--- config.mk ---
export PLATFORM = sky130hd
export DESIGN_NAME = pipelined_adder_sub_flat
export DESIGN_NICKNAME = d
export VERILOG_FILES = /design/src/rtl/pipelined_adder_sub_if.sv /design/src/rtl/pipelined_adder_sub.sv /design/src/flat_wrapper.sv
export SDC_FILE = /design/constraint.sdc
export NUM_CORES = 1
export LEC_CHECK = 0
export BUFFER_PORTS_ARGS = -buffer_cell sky130_fd_sc_hd__buf_4
export CORE_MARGIN = 2
export CORE_UTILIZATION = 54
export CTS_BUF_LIST = sky130_fd_sc_hd__clkbuf_4
export DETAILED_ROUTE_END_ITERATION = 7
export PLACE_DENSITY = 0.81
export SLEW_MARGIN = 0
export SYNTH_ARGS = -nofsm -noshare
export SYNTH_HDL_FRONTEND = slang
export SYNTH_SLANG_ARGS = --single-unit
--- constraint.sdc ---
create_clock -name clk -period 2.85 [get_ports clk]
set_clock_uncertainty 0.15 [all_clocks]
set_input_delay 0.57 -clock clk [delete_from_list [all_inputs] [get_ports clk]]
set_output_delay 0.57 -clock clk [all_outputs]
set_load 0.02 [all_outputs]
--- src/rtl/pipelined_adder_sub_if.sv ---
// Operand/result handshake bundle for pipelined_adder_sub.
// master drives operands and out_ready; slave is the adder.
interface pipelined_adder_sub_if #(
  parameter int unsigned WIDTH = 32
);
  logic             in_valid;
  logic             in_ready;
  logic [WIDTH-1:0] ina;
  logic [WIDTH-1:0] inb;
  logic             c_in;
  logic             sub;
  logic             out_valid;
  logic             out_ready;
  logic [WIDTH-1:0] SUM;
  logic             c_out;
  logic             ovf;

  modport master (
    output in_valid, ina, inb, c_in, sub, out_ready,
    input  in_ready, out_valid, SUM, c_out, ovf
  );

  modport slave (
    input  in_valid, ina, inb, c_in, sub, out_ready,
    output in_ready, out_valid, SUM, c_out, ovf
  );
endinterface

--- src/rtl/pipelined_adder_sub.sv ---
// Pipelined two's-complement adder/subtractor: one SEG_W-bit segment per stage,
// carry registered between stages, global stall from the output handshake.
module pipelined_adder_sub #(
  parameter int unsigned WIDTH = 32,
  parameter int unsigned SEG_W = 8
) (
  input logic                  clk,
  input logic                  rst,
  pipelined_adder_sub_if.slave bus
);
  localparam int unsigned NSEG = WIDTH / SEG_W;

  if ((WIDTH % SEG_W) != 0) begin : g_param_err
    $error("pipelined_adder_sub: WIDTH must be a multiple of SEG_W");
  end

  logic             advance;
  logic [WIDTH-1:0] b_eff;
  logic             cin_eff;

  always_comb begin
    b_eff   = bus.inb ^ {WIDTH{bus.sub}};
    cin_eff = bus.sub | bus.c_in;
  end

  assign advance      = ~bus.out_valid | bus.out_ready;
  assign bus.in_ready = advance;

  for (genvar k = 0; k < NSEG; k++) begin : g_stg
    // Operand B still to be consumed: segments k..NSEG-1, current segment at bit 0.
    localparam int unsigned BW = WIDTH - k * SEG_W;

    logic             in_v;
    logic             in_c;
    logic [WIDTH-1:0] in_a;
    logic [BW-1:0]    in_b;

    if (k == 0) begin : g_src
      assign in_v = bus.in_valid;
      assign in_c = cin_eff;
      assign in_a = bus.ina;
      assign in_b = b_eff;
    end else begin : g_src
      assign in_v = g_stg[k-1].v_q;
      assign in_c = g_stg[k-1].c_q;
      assign in_a = g_stg[k-1].a_q;
      assign in_b = g_stg[k-1].g_fwd.b_q;
    end

    logic [SEG_W:0]   seg_sum;
    logic             v_q, v_d;
    logic             c_q, c_d;
    // Segments 0..k hold finished sum bits, segments above still hold operand A.
    logic [WIDTH-1:0] a_q, a_d;

    assign seg_sum = {1'b0, in_a[k*SEG_W +: SEG_W]} + {1'b0, in_b[SEG_W-1:0]}
                   + (SEG_W+1)'(in_c);

    always_comb begin
      v_d = v_q;
      c_d = c_q;
      a_d = a_q;
      if (rst) begin
        v_d = 1'b0;
        c_d = 1'b0;
        a_d = '0;
      end else if (advance) begin
        v_d                    = in_v;
        c_d                    = seg_sum[SEG_W];
        a_d                    = in_a;
        a_d[k*SEG_W +: SEG_W]  = seg_sum[SEG_W-1:0];
      end
    end

    always_ff @(posedge clk) begin
      v_q <= v_d;
      c_q <= c_d;
      a_q <= a_d;
    end

    if (k < NSEG - 1) begin : g_fwd
      logic [BW-SEG_W-1:0] b_q, b_d;

      always_comb begin
        b_d = b_q;
        if (rst) begin
          b_d = '0;
        end else if (advance) begin
          b_d = in_b[BW-1:SEG_W];
        end
      end

      always_ff @(posedge clk) begin
        b_q <= b_d;
      end
    end else begin : g_last
      logic ovf_q, ovf_d;
      logic msb_cin;

      // Carry into the MSB recovered from the MSB sum bit and its two inputs.
      assign msb_cin = in_a[WIDTH-1] ^ in_b[SEG_W-1] ^ seg_sum[SEG_W-1];

      always_comb begin
        ovf_d = ovf_q;
        if (rst) begin
          ovf_d = 1'b0;
        end else if (advance) begin
          ovf_d = msb_cin ^ seg_sum[SEG_W];
        end
      end

      always_ff @(posedge clk) begin
        ovf_q <= ovf_d;
      end

      assign bus.out_valid = v_q;
      assign bus.SUM       = a_q;
      assign bus.c_out     = c_q;
      assign bus.ovf       = ovf_q;
    end
  end
endmodule
--- src/flat_wrapper.sv ---
// flat-port wrapper written by rule: the top's interface ports become plain ports
module pipelined_adder_sub_flat 
#(
  parameter int unsigned WIDTH = 32,
  parameter int unsigned SEG_W = 8
)
  (clk, rst, bus_in_valid, bus_ina, bus_inb, bus_c_in, bus_sub, bus_out_ready, bus_in_ready, bus_out_valid, bus_SUM, bus_c_out, bus_ovf);
  pipelined_adder_sub_if #(.WIDTH(WIDTH)) bus_i ();
  input logic clk;
  input logic rst;
  input wire logic [$bits(bus_i.in_valid)-1:0] bus_in_valid;
  input wire logic [$bits(bus_i.ina)-1:0] bus_ina;
  input wire logic [$bits(bus_i.inb)-1:0] bus_inb;
  input wire logic [$bits(bus_i.c_in)-1:0] bus_c_in;
  input wire logic [$bits(bus_i.sub)-1:0] bus_sub;
  input wire logic [$bits(bus_i.out_ready)-1:0] bus_out_ready;
  output wire logic [$bits(bus_i.in_ready)-1:0] bus_in_ready;
  output wire logic [$bits(bus_i.out_valid)-1:0] bus_out_valid;
  output wire logic [$bits(bus_i.SUM)-1:0] bus_SUM;
  output wire logic [$bits(bus_i.c_out)-1:0] bus_c_out;
  output wire logic [$bits(bus_i.ovf)-1:0] bus_ovf;
  assign bus_i.in_valid = bus_in_valid;
  assign bus_i.ina = bus_ina;
  assign bus_i.inb = bus_inb;
  assign bus_i.c_in = bus_c_in;
  assign bus_i.sub = bus_sub;
  assign bus_i.out_ready = bus_out_ready;
  assign bus_in_ready = bus_i.in_ready;
  assign bus_out_valid = bus_i.out_valid;
  assign bus_SUM = bus_i.SUM;
  assign bus_c_out = bus_i.c_out;
  assign bus_ovf = bus_i.ovf;
  pipelined_adder_sub #(.WIDTH(WIDTH), .SEG_W(SEG_W)) u_core (.clk(clk), .rst(rst), .bus(bus_i));
endmodule
==> results of run 1 <==
[placed cells by master (no fill, tap or decap), types with 3 or more instances in the layout]
| cell type | n |
|---|---|
| a211o_1 | 8 |
| a211oi_1 | 35 |
| a211oi_2 | 3 |
| a21o_1 | 3 |
| a21oi_1 | 152 |
| buf_4 | 114 |
| clkbuf_4 | 18 |
| clkinvlp_4 | 5 |
| dfxtp_1 | 185 |
| fa_1 | 8 |
| ha_1 | 28 |
| inv_1 | 10 |
| inv_6 | 4 |
| nand2_1 | 279 |
| nand2b_1 | 3 |
| nand3_1 | 9 |
| nand3b_1 | 13 |
| nand4b_1 | 3 |
| nor2_1 | 50 |
| nor2b_1 | 6 |
| nor4_1 | 3 |
| nor4b_1 | 4 |
| o211ai_1 | 7 |
| o21a_1 | 6 |
| o21ai_0 | 10 |
| o21ai_1 | 9 |
| o21bai_1 | 3 |
| o221ai_1 | 3 |
| o31ai_1 | 4 |
| or3_1 | 5 |
| or4_1 | 3 |
| xnor2_1 | 27 |
| xor2_1 | 10 |
[per-layer routing]
| layer | GRT usage, % | part of all wire [%] |
|---|---|---|
| met2 | 32.3 | 46 |
| met3 | 4.07 | 3.9 |
| met1 | 28.7 | 49 |
| met5 | 0 | 0 |
| met4 | 6.99 | 1.4 |
[state kept, by name, indices dropped and copies added, names as in the netlist]
register and cells:
u_core.bus.ovf 1, u_core.g_stg.g_fwd.b_q 48, u_core.bus.out_valid 1, u_core.g_stg.a_q 96, u_core.bus.c_out 1, u_core.bus.SUM 32
u_core.g_stg.c_q 3, u_core.g_stg.v_q 3
[cell type report]
type / count / share of cell area (%)
timing repair buffer: 117 / 9.98
inverter: 11 / 0.509
clock buffer: 18 / 1.49
sequential: 185 / 40.7
tap: 184 / 2.53
clock inverter: 14 / 1.61
multi-input combinational: 705 / 43.1
[per-stage QoR]
stage / total power, mW / worst slack, ns / hold slack (ns)
after floorplan: 3.33 / 0.0161 / 0.282
after global placement: 3.54 / 0.210 / 0.289
after detailed placement: 3.56 / 0.172 / 0.294
after CTS: 4.97 / 0.380 / 0.0197
after global routing: 5.17 / 0.221 / 0.0376
final: 4.92 / 0.388 / 0.0769
[worst register-to-register path: cells and delay by family, from the launching register on]
kind,cells,cell delay [ns]
AO/OA/AOI/OAI,3,0.73
XOR/XNOR,1,0.12
adder cells (fa/ha/maj),2,0.94
flip-flops,1,0.36
AND/OR/NAND/NOR,1,0.10
[worst max-delay path by stage]
stage / depth (start not counted) / startpoint / to
after floorplan: 11 / bus_sub / u_core.g_stg[0].c_q
after global placement: 10 / bus_sub / u_core.g_stg[0].a_q[6]
after detailed placement: 10 / bus_sub / u_core.g_stg[0].a_q[6]
after CTS: 7 / u_core.g_stg[2].g_fwd.b_q[0] / u_core.bus.ovf
after global routing: 7 / u_core.g_stg[2].g_fwd.b_q[0] / u_core.bus.ovf
final: 7 / u_core.g_stg[2].g_fwd.b_q[0] / u_core.bus.ovf
[power groups by stage]
stage / sequential [mW] / combinational, mW / clock, mW
finish: 2.85 / 0.656 / 1.42
detailed placement: 2.90 / 0.654 / 0
global placement: 2.90 / 0.639 / 0
global route: 2.87 / 0.737 / 1.56
CTS: 2.85 / 0.658 / 1.46
floorplan: 2.90 / 0.428 / 0
[kinds of logic (layout without fill, tap and decap cells)]
logic type	count (synthesis)	count (layout)
buffers and inverters	79	160
adder cells (fa/ha/maj)	36	36
AND/OR/NAND/NOR	382	382
XOR/XNOR	37	37
flip-flops	185	185
multiplexers	1	1
AO/OA/AOI/OAI	249	249
==> impl_metrics.json, run 1 <==
{
  "start_kind": "register",
  "worstPathMaxFanout": 3,
  "totalWireLength_um": 16200,
  "async_reset_ff_share_pct": 0,
  "clkPwrFrac_pct": 28.8,
  "placed_cell_area_sq_um": 8810,
  "nFillCells": 1349,
  "cts_max_level": 4,
  "grt_pass1_wl_um": 26900,
  "drive_gt1_share_pct": 14.9,
  "numCtsBuffers": 17,
  "pwr-share-comb_pct": 13.3,
  "cp.buffers_inverters": 0,
  "tritoncts": "yes",
  "areaGrowthSynthToFinish_pct": 14.2,
  "rsz0062_at_grt": "false",
  "cellLeakagePower_nw": 3.74,
  "power.internal_mw": 3.60,
  "core_sq_um": 14500,
  "r2r_start": "u_core.g_stg[2].g_fwd.b_q[0]",
  "die_area_sq_um": 15700,
  "synth_edf_count": 0,
  "r2r-end": "u_core.bus.ovf",
  "first_global_vias": 5902,
  "min_to": "u_core.g_stg[0].a_q[8]",
  "grt_antenna_before_repair": 0,
  "status": "finished clean",
  "final-seq-area_sq_um": 3700,
  "finalMaxSlewViolations": 0,
  "postLayoutCoreUtil_pct": 62.8,
  "synthesis.nets": 1075,
  "drv_cap": 0,
  "cts.sinks": 185,
  "clockBufferDepth": 2,
  "yosysTopAreaCellShare_pct": 46.5,
  "path_clk_slew_ns": 0.14,
  "relSlewSlack_pct": 54.1,
  "grt_max_degree": 148,
  "gp_congestion": 0.834,
  "setup_viol": 0,
  "postCtsHoldBufs": 0,
  "rrSetupSlack_ns": 0.39,
  "synth_top_family_by_area": "simple AND/OR/NAND/NOR gates",
  "post_cts_resized": 0,
  "core.rowCount": 44,
  "die-width_um": 125,
  "crit_type": "reg -> reg",
  "io_pins": 106,
  "worstSetupEndpointType": "register",
  "synth-compound-area-share_pct": 18.6,
  "drtAntennaViolNets": 0,
  "cts_root_buf": "clkbuf_4",
  "p_sw_mw": 1.32,
  "firstDrtPassIters": 5,
  "max_stage_delay_ns": 0.48,
  "cp.required_ns": 3.20,
  "drt_iter0_drc": 506,
  "grt.overflow.total": 0,
  "synth_cell_types": 41,
  "synth_seq_cells": 185,
  "dp_cells": 1202,
  "die_y_um": 125,
  "synth-xor-area-share_pct": 4.07,
  "synth_warnings": 0,
  "finalHoldViolCount": 0,
  "cts_setup_buffers": 0,
  "start_util_pct": 55.0,
  "synth_cells": 969,
  "period_share_pct": 86.4,
  "cp.arrival_ns": 2.81,
  "synth-adder-area-share_pct": 6.41,
  "stdcell_area_sq_um": 9090,
  "fin_tns_setup_ns": 0,
  "synth_mux_area_share_pct": 0.126,
  "netSwitchingFraction_pct": 26.9,
  "p_seq_share_pct": 57.9,
  "worst_hold_startpoint": "bus_ina[8]",
  "cpMostUsedCell": "a211oi_2",
  "ir_drop_uv": 273,
  "critPathSlowestCell": "fa_1",
  "post-dp-hpwl_um": 11000,
  "synth_common_cells": "279 x nand2_1, 185 x dfxtp_1, 152 x a21oi_1",
  "ys_top_cells_by_area": "dfxtp_1 47%, nand2_1 13%, a21oi_1 9.6%, ha_1 4.4%, a211oi_1 3.3%",
  "fin_crit_ns": 2.46,
  "hp-class": "in -> reg",
  "synthSimpleGateAreaFrac_pct": 20.0,
  "fin_cells": 1234,
  "grt_usage_pct": 20.6,
  "multi_input_area_sq_um": 3920,
  "tightest_slew_ns": 0.689,
  "rr_worst_depth": 7,
  "antennaDiodeCount": 0,
  "hold_depth": 3,
  "synth.cell_area_sq_um": 7960,
  "clk_latency_ns": 0.57,
  "path_cells": "fa_1 > fa_1 > a211oi_2 > nor4b_1 > a211oi_2 > xnor2_1 > a211oi_2",
  "yosysMostFrequentCell": "nand2_1",
  "power_density_nw_per_um2": 541,
  "max_clock_freq_ghz": 0.406,
  "drc": 0,
  "vias_per_cell": 5.28,
  "wire_per_inst_um": 13.1,
  "crit_family": "adder cells",
  "vias": 6519,
  "port_buffers": 105,
  "syn_avg_cell_area_sq_um": 8.21,
  "synth_seq_area_share_pct": 46.5,
  "yosys.area.top_type": "dfxtp_1",
  "nets": 1143,
  "synthFlopType": "dfxtp_1"
}
(Power assumes the default switching activity.)
==> run 2, diff against run 1 <==
--- a/config.mk
+++ b/config.mk
@@ -5,7 +5,7 @@
 export SDC_FILE = /design/constraint.sdc
 export NUM_CORES = 1
 export LEC_CHECK = 0
-export BUFFER_PORTS_ARGS = -buffer_cell sky130_fd_sc_hd__buf_4
+export BUFFER_PORTS_ARGS = -buffer_cell sky130_fd_sc_hd__buf_2
 export CORE_MARGIN = 2
 export CORE_UTILIZATION = 54
 export CTS_BUF_LIST = sky130_fd_sc_hd__clkbuf_4
@@ -15,3 +15,4 @@
 export SYNTH_ARGS = -nofsm -noshare
 export SYNTH_HDL_FRONTEND = slang
 export SYNTH_SLANG_ARGS = --single-unit
+export TNS_END_PERCENT = 1
==> impl_metrics.json, run 2 (synthesis gave the netlist of run 1 again) <==
{
  "status": "finished clean",
  "grt_usage_pct": 21.2,
  "max_stage_delay_ns": 0.49,
  "power_density_nw_per_um2": 551,
  "drc": 0,
  "firstDrtPassIters": 5,
  "start_util_pct": 55.0,
  "path_clk_slew_ns": 0.14,
  "largest_register_ffs": 96,
  "grt_antenna_before_repair": 2,
  "numCtsBuffers": 17,
  "crit_type": "reg -> reg",
  "die_y_um": 125,
  "grt.overflow.total": 0,
  "post_cts_resized": 0,
  "drtAntennaViolNets": 0,
  "vias": 6554,
  "core_sq_um": 14500,
  "cp.arrival_ns": 2.86,
  "tightest_slew_ns": 0.730,
  "rsz0062_at_grt": "false",
  "final_cell_mix": "279 x nand2_1, 185 x dfxtp_1, 152 x a21oi_1, 104 x buf_2, 50 x nor2_1",
  "first_global_vias": 5909,
  "rr_worst_depth": 7,
  "fin_tns_setup_ns": 0,
  "cpMostUsedCell": "a211oi_2",
  "postCtsHoldBufs": 0,
  "cts_root_buf": "clkbuf_4",
  "cp.buffers_inverters": 0,
  "nFillCells": 1310,
  "clk_latency_ns": 0.59,
  "ir_drop_uv": 220,
  "p_sw_mw": 1.31,
  "crit_family": "adder cells",
  "die-width_um": 125,
  "relSlewSlack_pct": 51.4,
  "hp-class": "in -> reg",
  "hold_depth": 3,
  "power.internal_mw": 3.56,
  "setup_viol": 0,
  "regMostFlops": "u_core.g_stg.a_q",
  "netSwitchingFraction_pct": 26.8,
  "vias_per_cell": 5.30,
  "wire_per_inst_um": 13.2,
  "port_buffers": 105,
  "p_seq_share_pct": 58.5,
  "clockBufferDepth": 2,
  "p_total_mw": 4.87,
  "critPathSlowestCell": "fa_1",
  "postLayoutCoreUtil_pct": 61.0,
  "cellLeakagePower_nw": 3.69,
  "cp.required_ns": 3.21,
  "grt_max_degree": 103,
  "final_common_cell": "nand2_1",
  "gp_congestion": 0.827,
  "worstPathMaxFanout": 3,
  "fin_crit_ns": 2.50,
  "clkPwrFrac_pct": 28.8,
  "finalMaxSlewViolations": 0,
  "drt_iter0_drc": 589,
  "path_cells": "fa_1 > fa_1 > a211oi_2 > nor4b_1 > a211oi_2 > xnor2_1 > a211oi_2",
  "totalWireLength_um": 16300,
  "cts.sinks": 185,
  "period_share_pct": 87.6,
  "finalHoldViolCount": 0,
  "grt_pass1_wl_um": 27400,
  "io_pins": 106,
  "drive_gt1_share_pct": 14.7,
  "nets": 1144,
  "cts_max_level": 4,
  "pwr-share-comb_pct": 12.7,
  "path_depth": 7,
  "die_area_sq_um": 15700,
  "areaGrowthSynthToFinish_pct": 10.9,
  "cts_setup_buffers": 0,
  "core.rowCount": 44,
  "worstSetupEndpointType": "register",
  "drv_cap": 0,
  "start_kind": "register",
  "post-dp-hpwl_um": 11100,
  "tritoncts": "yes",
  "max_clock_freq_ghz": 0.400
}
run 2: changes by cell type in the layout (fill, tap and decap cells not counted), sizes merged:
cell / before / now
buf: 117 / 118
clkbuf: 18 / 19
clkinv: 4 / 7
clkinvlp: 5 / 3
diode: 0 / 1
inv: 14 / 12
run 2: metrics by stage:
step           std cells  cell area (sq um)  hold WS (ns)  setup WS (ns)
2_1_floorplan        969               7960         0.282         0.0161
3_3_place_gp        1203               8560         0.286          0.190
3_5_place_dp        1203               8560         0.294          0.156
4_1_cts             1235               8830        0.0166          0.356
5_1_grt             1236               8830        0.0172          0.211
6_report            1236               8830        0.0659          0.353
run 2: path summary, 6_finish.rpt:
check                                from                      end  slack (ns)
min                           bus_ina[21]  u_core.g_stg[0].a_q[21]        0.07
max reg2reg  u_core.g_stg[2].g_fwd.b_q[0]           u_core.bus.ovf        0.35
min reg2reg            u_core.bus.SUM[17]       u_core.bus.SUM[17]        0.31
max          u_core.g_stg[2].g_fwd.b_q[0]           u_core.bus.ovf        0.35
run 2: worst register-to-register path: cells and delay by family, from the launching register on:
family	cells	cell delay, ns
AND/OR/NAND/NOR	1	0.10
flip-flops	1	0.35
adder cells (fa/ha/maj)	2	0.95
AO/OA/AOI/OAI	3	0.75
XOR/XNOR	1	0.14
run 2: power groups by stage:
stage               logic, mW  clock network (mW)  registers, mW
finish                  0.618                1.40           2.85
global route            0.702                1.55           2.87
detailed placement      0.615                   0           2.91
CTS                     0.620                1.43           2.85
floorplan               0.428                   0           2.90
global placement        0.600                   0           2.90
run 2: layout make-up:
cell class / instances / area, sq um / area share, %
clock inverters: 13 / 129 / 1.46
repair buffers: 118 / 654 / 7.41
inverters: 11 / 46.3 / 0.524
flip-flops and latches: 185 / 3700 / 41.9
diodes: 1 / 2.50 / 0.0283
well taps: 184 / 230 / 2.61
multi-input cells: 705 / 3920 / 44.4
clock buffers: 19 / 143 / 1.62
run 2: metal layers:
layer  wire [um]  vias to the layer above  track usage, %
met5          12                        -               0
met4         265                        2            7.65
met3         746                       26            4.49
met2        7290                      135            32.4
met1        8030                     2970            29.7
li1            -                     3421               -
